==> config.mk <==
export PLATFORM = sky130hd
export DESIGN_NAME = run_sequencer_flat
export DESIGN_NICKNAME = d
export VERILOG_FILES = /design/src/rtl/run_sequencer_if.sv /design/src/rtl/run_sequencer.sv /design/src/flat_wrapper.sv
export SDC_FILE = /design/constraint.sdc
export NUM_CORES = 1
export LEC_CHECK = 0
export CAP_MARGIN = 20
export CORE_AREA = 2 2 74 76
export DETAILED_ROUTE_END_ITERATION = 16
export DIE_AREA = 0 0 76 78
export GPL_TIMING_DRIVEN = 1
export PLACE_DENSITY = 0.86
export SYNTH_ARGS = -nofsm -noshare
export SYNTH_HDL_FRONTEND = slang
export SYNTH_SLANG_ARGS = --single-unit
==> constraint.sdc <==
create_clock -name clk -period 2.11 [get_ports clk]
set_input_delay 0.422 -clock clk [delete_from_list [all_inputs] [get_ports clk]]
set_output_delay 0.422 -clock clk [all_outputs]
set_load 0.02 [all_outputs]
==> src/rtl/run_sequencer_if.sv <==
// Host, data-memory and core-control signals of the run sequencer.
// slave is the sequencer side; master is the host/core/memory side.
interface run_sequencer_if;
    logic       start;
    logic       in_valid;
    logic [7:0] in_data;
    logic       in_ready;
    logic       mem_sel;
    logic       mem_wr_en;
    logic [7:0] mem_addr;
    logic [7:0] mem_wr_dat;
    logic [7:0] mem_rd_dat;
    logic       core_reset;
    logic       core_req;
    logic       core_done;
    logic       out_valid;
    logic [7:0] out_data;
    logic       out_ready;
    logic       busy;
    logic       finished;
    logic       timeout;

    modport slave (
        input  start, in_valid, in_data, mem_rd_dat, core_done, out_ready,
        output in_ready, mem_sel, mem_wr_en, mem_addr, mem_wr_dat,
               core_reset, core_req, out_valid, out_data, busy, finished, timeout
    );

    modport master (
        output start, in_valid, in_data, mem_rd_dat, core_done, out_ready,
        input  in_ready, mem_sel, mem_wr_en, mem_addr, mem_wr_dat,
               core_reset, core_req, out_valid, out_data, busy, finished, timeout
    );
endinterface

==> src/rtl/run_sequencer.sv <==
// One core run: load input block, pulse core reset, hold req until done/timeout, stream results out.
// start->in_ready 1 cycle, done->out_valid 2 cycles; load stalls on in_valid, readback stalls on out_ready.
module run_sequencer #(
    parameter int LOAD_BASE = 0,
    parameter int LOAD_LEN  = 64,
    parameter int RES_BASE  = 64,
    parameter int RES_LEN   = 32,
    parameter int TIMEOUT   = 4096
) (
    input  logic           clk,
    input  logic           reset,
    run_sequencer_if.slave bus
);
    localparam int              TW      = $clog2(TIMEOUT);
    localparam logic [7:0]      LB      = 8'(LOAD_BASE);
    localparam logic [7:0]      RB      = 8'(RES_BASE);
    localparam logic [8:0]      LD_LAST = 9'(LOAD_LEN - 1);
    localparam logic [8:0]      RD_LAST = 9'(RES_LEN - 1);
    localparam logic [TW-1:0]   T_LAST  = TW'(TIMEOUT - 1);

    typedef enum logic [2:0] {
        S_IDLE, S_LOAD, S_CRST, S_RUN, S_READ, S_DRAIN, S_FINISH
    } state_t;

    state_t        r_state;
    state_t        w_next;
    logic [8:0]    r_ld_idx;
    logic [8:0]    r_rd_idx;
    logic [TW-1:0] r_tcnt;
    logic          r_timeout;
    logic          r_out_valid;
    logic [7:0]    r_out_data;

    logic w_in_hs;
    logic w_rd_load;
    logic w_out_hs;
    logic w_done_ok;
    logic w_tmo;

    always_ff @(posedge clk) begin
        if (reset) r_state <= S_IDLE;
        else       r_state <= w_next;
    end

    always_comb begin
        w_next          = r_state;
        w_in_hs         = bus.in_valid && (r_state == S_LOAD);
        w_rd_load       = (r_state == S_READ) && (!r_out_valid || bus.out_ready);
        w_out_hs        = r_out_valid && bus.out_ready;
        // A done left over from the previous run is not trusted on the first RUN cycle.
        w_done_ok       = (r_state == S_RUN) && bus.core_done && (r_tcnt != '0);
        w_tmo           = (r_state == S_RUN) && !w_done_ok && (r_tcnt == T_LAST);

        bus.in_ready    = (r_state == S_LOAD);
        bus.mem_wr_en   = w_in_hs;
        bus.mem_wr_dat  = bus.in_data;
        bus.mem_sel     = !((r_state == S_CRST) || (r_state == S_RUN));
        bus.mem_addr    = 8'h00;
        bus.core_reset  = reset || (r_state == S_CRST);
        bus.core_req    = (r_state == S_RUN);
        bus.out_valid   = r_out_valid;
        bus.out_data    = r_out_data;
        bus.busy        = !((r_state == S_IDLE) || (r_state == S_FINISH));
        bus.finished    = (r_state == S_FINISH);
        bus.timeout     = r_timeout;

        case (r_state)
            S_IDLE, S_FINISH: if (bus.start) w_next = S_LOAD;
            S_LOAD: begin
                bus.mem_addr = LB + r_ld_idx[7:0];
                if (w_in_hs && (r_ld_idx == LD_LAST)) w_next = S_CRST;
            end
            S_CRST:  w_next = S_RUN;
            S_RUN: begin
                if (w_done_ok)  w_next = S_READ;
                else if (w_tmo) w_next = S_FINISH;
            end
            S_READ: begin
                bus.mem_addr = RB + r_rd_idx[7:0];
                if (w_rd_load && (r_rd_idx == RD_LAST)) w_next = S_DRAIN;
            end
            S_DRAIN: if (w_out_hs) w_next = S_FINISH;
            default: w_next = S_IDLE;
        endcase
    end

    always_ff @(posedge clk) begin
        if (reset) begin
            r_ld_idx    <= '0;
            r_rd_idx    <= '0;
            r_tcnt      <= '0;
            r_timeout   <= 1'b0;
            r_out_valid <= 1'b0;
            r_out_data  <= '0;
        end else begin
            case (r_state)
                S_IDLE, S_FINISH: begin
                    r_ld_idx    <= '0;
                    r_rd_idx    <= '0;
                    r_tcnt      <= '0;
                    r_out_valid <= 1'b0;
                    if (bus.start) r_timeout <= 1'b0;
                end
                S_LOAD: if (w_in_hs) r_ld_idx <= r_ld_idx + 9'd1;
                S_RUN: begin
                    r_tcnt <= r_tcnt + TW'(1);
                    if (w_tmo) r_timeout <= 1'b1;
                end
                S_READ: if (w_rd_load) begin
                    r_out_data  <= bus.mem_rd_dat;
                    r_out_valid <= 1'b1;
                    r_rd_idx    <= r_rd_idx + 9'd1;
                end
                S_DRAIN: if (w_out_hs) r_out_valid <= 1'b0;
                default: ;
            endcase
        end
    end
endmodule

==> src/flat_wrapper.sv <==
// flat-port wrapper written by rule: the top's interface ports become plain ports
module run_sequencer_flat 
#(
    parameter int LOAD_BASE = 0,
    parameter int LOAD_LEN  = 64,
    parameter int RES_BASE  = 64,
    parameter int RES_LEN   = 32,
    parameter int TIMEOUT   = 4096
)
  (clk, reset, bus_start, bus_in_valid, bus_in_data, bus_mem_rd_dat, bus_core_done, bus_out_ready, bus_in_ready, bus_mem_sel, bus_mem_wr_en, bus_mem_addr, bus_mem_wr_dat, bus_core_reset, bus_core_req, bus_out_valid, bus_out_data, bus_busy, bus_finished, bus_timeout);
  run_sequencer_if bus_i ();
  input  logic clk;
  input  logic reset;
  input wire logic [$bits(bus_i.start)-1:0] bus_start;
  input wire logic [$bits(bus_i.in_valid)-1:0] bus_in_valid;
  input wire logic [$bits(bus_i.in_data)-1:0] bus_in_data;
  input wire logic [$bits(bus_i.mem_rd_dat)-1:0] bus_mem_rd_dat;
  input wire logic [$bits(bus_i.core_done)-1:0] bus_core_done;
  input wire logic [$bits(bus_i.out_ready)-1:0] bus_out_ready;
  output wire logic [$bits(bus_i.in_ready)-1:0] bus_in_ready;
  output wire logic [$bits(bus_i.mem_sel)-1:0] bus_mem_sel;
  output wire logic [$bits(bus_i.mem_wr_en)-1:0] bus_mem_wr_en;
  output wire logic [$bits(bus_i.mem_addr)-1:0] bus_mem_addr;
  output wire logic [$bits(bus_i.mem_wr_dat)-1:0] bus_mem_wr_dat;
  output wire logic [$bits(bus_i.core_reset)-1:0] bus_core_reset;
  output wire logic [$bits(bus_i.core_req)-1:0] bus_core_req;
  output wire logic [$bits(bus_i.out_valid)-1:0] bus_out_valid;
  output wire logic [$bits(bus_i.out_data)-1:0] bus_out_data;
  output wire logic [$bits(bus_i.busy)-1:0] bus_busy;
  output wire logic [$bits(bus_i.finished)-1:0] bus_finished;
  output wire logic [$bits(bus_i.timeout)-1:0] bus_timeout;
  assign bus_i.start = bus_start;
  assign bus_i.in_valid = bus_in_valid;
  assign bus_i.in_data = bus_in_data;
  assign bus_i.mem_rd_dat = bus_mem_rd_dat;
  assign bus_i.core_done = bus_core_done;
  assign bus_i.out_ready = bus_out_ready;
  assign bus_in_ready = bus_i.in_ready;
  assign bus_mem_sel = bus_i.mem_sel;
  assign bus_mem_wr_en = bus_i.mem_wr_en;
  assign bus_mem_addr = bus_i.mem_addr;
  assign bus_mem_wr_dat = bus_i.mem_wr_dat;
  assign bus_core_reset = bus_i.core_reset;
  assign bus_core_req = bus_i.core_req;
  assign bus_out_valid = bus_i.out_valid;
  assign bus_out_data = bus_i.out_data;
  assign bus_busy = bus_i.busy;
  assign bus_finished = bus_i.finished;
  assign bus_timeout = bus_i.timeout;
  run_sequencer #(.LOAD_BASE(LOAD_BASE), .LOAD_LEN(LOAD_LEN), .RES_BASE(RES_BASE), .RES_LEN(RES_LEN), .TIMEOUT(TIMEOUT)) u_core (.clk(clk), .reset(reset), .bus(bus_i));
endmodule
==> impl_metrics.env <==
export IMPL_grt_pass1_vias=2183
export IMPL_ys_top_cells_by_area="dfxtp_1 (35%), nor2_1 (7.8%), mux2i_1 (4.5%), ha_1 (4.1%), xor2_1 (3.9%)"
export IMPL_fin_area_um2=3010
export IMPL_synth_seq_area_share_pct=35.0
export IMPL_endpoint_kind="primary output"
export IMPL_power_density_nw_per_um2=778
export IMPL_routed_wl_um=5730
export IMPL_cts_setup_buffers=0
export IMPL_synth_ff_type="dfxtp_1"
export IMPL_rsz0062_at_grt="false"
export IMPL_synth_top_area_share_pct=35.0
export IMPL_cts_buffer_depth=2
export IMPL_core_area_um2=5040
export IMPL_start_util_pct=48.8
export IMPL_die_area_um2=5930
export IMPL_placed_area_um2=2950
export IMPL_swShare_pct=36.9
export IMPL_viasPerCell=5.42
export IMPL_crit_slowest_cell="dfxtp_1"
export IMPL_multi_input_area_um2=1400
export IMPL_crit_family="buffers and inverters"
export IMPL_synthCells=301
export IMPL_clock_sinks=43
export IMPL_p_int_mw=1.48
export IMPL_path_class="register to primary output"
export IMPL_ant_nets=0
export IMPL_die_x_um=76
export IMPL_syn_area_um2=2460
export IMPL_arrival_ps=1580
export IMPL_avgSynthCellArea_um2=8.17
export IMPL_yosys_warnings=0
export IMPL_setup_viol=0
export IMPL_drtPass1Iterations=4
export IMPL_power_total_mw=2.34
export IMPL_vias=2253
export IMPL_fin_setup_tns_ps=0
export IMPL_p_comb_share_pct=41.2
export IMPL_timing_fmax_mhz=501
export IMPL_dp_hpwl_um=4160
export IMPL_grt_remaining_overflow=0
export IMPL_clk_latency_ps=300
export IMPL_path_clk_slew_ps=80
export IMPL_power_switching_mw=0.864
export IMPL_gp_congestion=0.836
export IMPL_grt_antenna_before_repair=0
export IMPL_max_slew_margin_pct=68.2
export IMPL_critical_path_peak_fanout=3
export IMPL_report_final_slew_viol_count=0
export IMPL_cts_root_buf="clkbuf_8"
export IMPL_drtIter0Drc=194
export IMPL_synth_top_cell_by_area="dfxtp_1"
export IMPL_final_layout_size_suffix_gt1_share_pct=13.3
export IMPL_track_usage_pct=20.7
export IMPL_p_leak_nw=1.25
export IMPL_synthesis_nets=331
export IMPL_hold_class="register to register"
export IMPL_die_h_um=78
export IMPL_yosysMostFrequentCell="nor2_1"
export IMPL_worstPathRequired_ps=1690
export IMPL_instances_no_fill=416
export IMPL_p_seq_share_pct=37.5
export IMPL_grt_pass1_wl_um=10000
export IMPL_cp_start_kind="register"
export IMPL_yosys_top_cells_count="nor2_1 (51), dfxtp_1 (43), nand2_1 (22)"
export IMPL_syn_to_final_growth_pct=22.4
export IMPL_cp_cell_sequence="inv_1 > ha_1 > a22oi_1 > nor2_1 > dlygate4sd2_1"
export IMPL_period_share_pct=94.7
export IMPL_cts_tree="yes"
export IMPL_critical_path_max_stage_delay_ps=360
export IMPL_row_count=26
export IMPL_grt_max_degree=28
export IMPL_num_fill_cells=444
export IMPL_wl_per_cell_um=13.8
export IMPL_pin_count=55
export IMPL_period_minus_slack_ps=2000
export IMPL_vdd_ir_drop_worst_mv=0.453
export IMPL_dp_cells=408
export IMPL_synth_distinct_cells=53
export IMPL_htreeDepth=2
export IMPL_worstMarginPinSlew_ps=476
export IMPL_fin_util_pct=59.7
export IMPL_cts_buffers=5
export IMPL_drc=0
export IMPL_crit_buf_inv=2
export IMPL_finClkSkew_ps=11.7
export IMPL_fin_nets=375
export IMPL_register_area_um2=865
export IMPL_port_buffers=38
export IMPL_synth_edff_count=0
export IMPL_finalHoldViolCount=0
export IMPL_diodes=0
export IMPL_clkPwrFrac_pct=21.3
export IMPL_drv_cap=0
export IMPL_ys_ff_latch=43
export IMPL_async_reset_ff_share_pct=0
export IMPL_status="completed"
repair_timing:
item	in CTS	in global routing
setup endpoints to repair	15	1
gates resized for setup	18	2
pin swaps	0	0
hold buffers	0	0
through the flow:
| stage | hold slack, ps | setup WS, ps |
|---|---|---|
| final | 491 | 112 |
| after detailed placement | 477 | -36.4 |
| after global routing | 506 | 1.55 |
| after global placement | 467 | -7.97 |
| after floorplan | 439 | 363 |
| after CTS | 488 | 92.5 |
state kept, by name, indices dropped and copies added (netlist names):
signal,cells
u_core.bus.timeout,1
u_core.r_ld_idx,9
u_core.bus.out_valid,1
u_core.bus.out_data,8
u_core.r_tcnt,12
u_core.r_state,3
u_core.r_rd_idx,9
cells by family after synthesis:
kind of cell | after synthesis | synth area share, %
adders and majority gates | 8 | 4.07
buffers and inverters | 37 | 8.04
xor gates and xnor gates | 14 | 4.98
DFF | 43 | 35.0
and+or+nand+nor | 130 | 26.4
AOI/OAI and AO/OA | 55 | 15.7
muxes | 14 | 5.85
cell type report:
type,instances,share of cell area (%)
inverters,14,1.75
clock inverters,1,0.166
well taps,70,2.91
clock buffers,7,2.54
flip-flops and latches,43,28.7
repair buffers,60,17.4
multi-input cells,221,46.6
placed cells by master, fill, tap and decap left out, types with 2 or more instances in the layout:
master           instances
or3_1                    2
xor2_1                  11
and3_1                   4
ha_1                     8
nand4b_1                 2
mux2i_1                 11
a21oi_1                 18
nand2_1                 22
dfxtp_1                 40
dfxtp_2                  3
and4_1                   2
nor2_1                  51
and2_1                   5
o21ai_0                  8
inv_1                   13
a211oi_1                 2
clkbuf_1                 2
a22oi_1                  9
nor2b_1                  3
nor3_1                   7
mux2_2                   3
buf_4                   22
clkdlybuf4s50_1         23
nand4_1                  7
a311oi_1                 3
dlygate4sd2_1           14
xnor2_1                  3
nand3b_1                 2
clkbuf_8                 5
nand3_1                 14
power groups by stage:
| stage | logic (mW) | registers, mW | clock network, mW |
|---|---|---|---|
| final | 0.965 | 0.879 | 0.498 |
| after global placement | 0.967 | 0.891 | 0 |
| after global routing | 1.06 | 0.883 | 0.559 |
| after CTS | 0.960 | 0.877 | 0.515 |
| after floorplan | 0.629 | 0.874 | 0 |
| after detailed placement | 0.984 | 0.892 | 0 |
routing by layer:
metal	up-vias	track usage (%)	wire length [um]
li1	1134	-	-
met1	1048	25.3	2490
met2	59	35.1	2860
met3	12	4.30	238
met4	0	9.64	129
met5	-	0	0
worst paths after layout:
check / from / endpoint / slack, ps / cells past startpoint
hold reg to reg: u_core.r_ld_idx[8]$_SDFFE_PP0P_ / u_core.r_ld_idx[8]$_SDFFE_PP0P_ / 490 / 1
setup reg to reg: u_core.r_state[2]$_SDFFE_PP0P_ / u_core.r_tcnt[7]$_SDFFE_PP0P_ / 260 / 7
hold / removal: u_core.r_ld_idx[8]$_SDFFE_PP0P_ / u_core.r_ld_idx[8]$_SDFFE_PP0P_ / 490 / 1
setup / recovery: u_core.r_rd_idx[6]$_SDFFE_PP0P_ / bus_mem_addr[7] / 110 / 5
worst reg2reg max path: cells and delay by family, from the launching register on:
family | cells | cell delay (ps)
buffers and inverters | 2 | 370
DFF | 1 | 360
muxes | 1 | 290
and+or+nand+nor | 4 | 770
(Power assumes the default switching activity.)
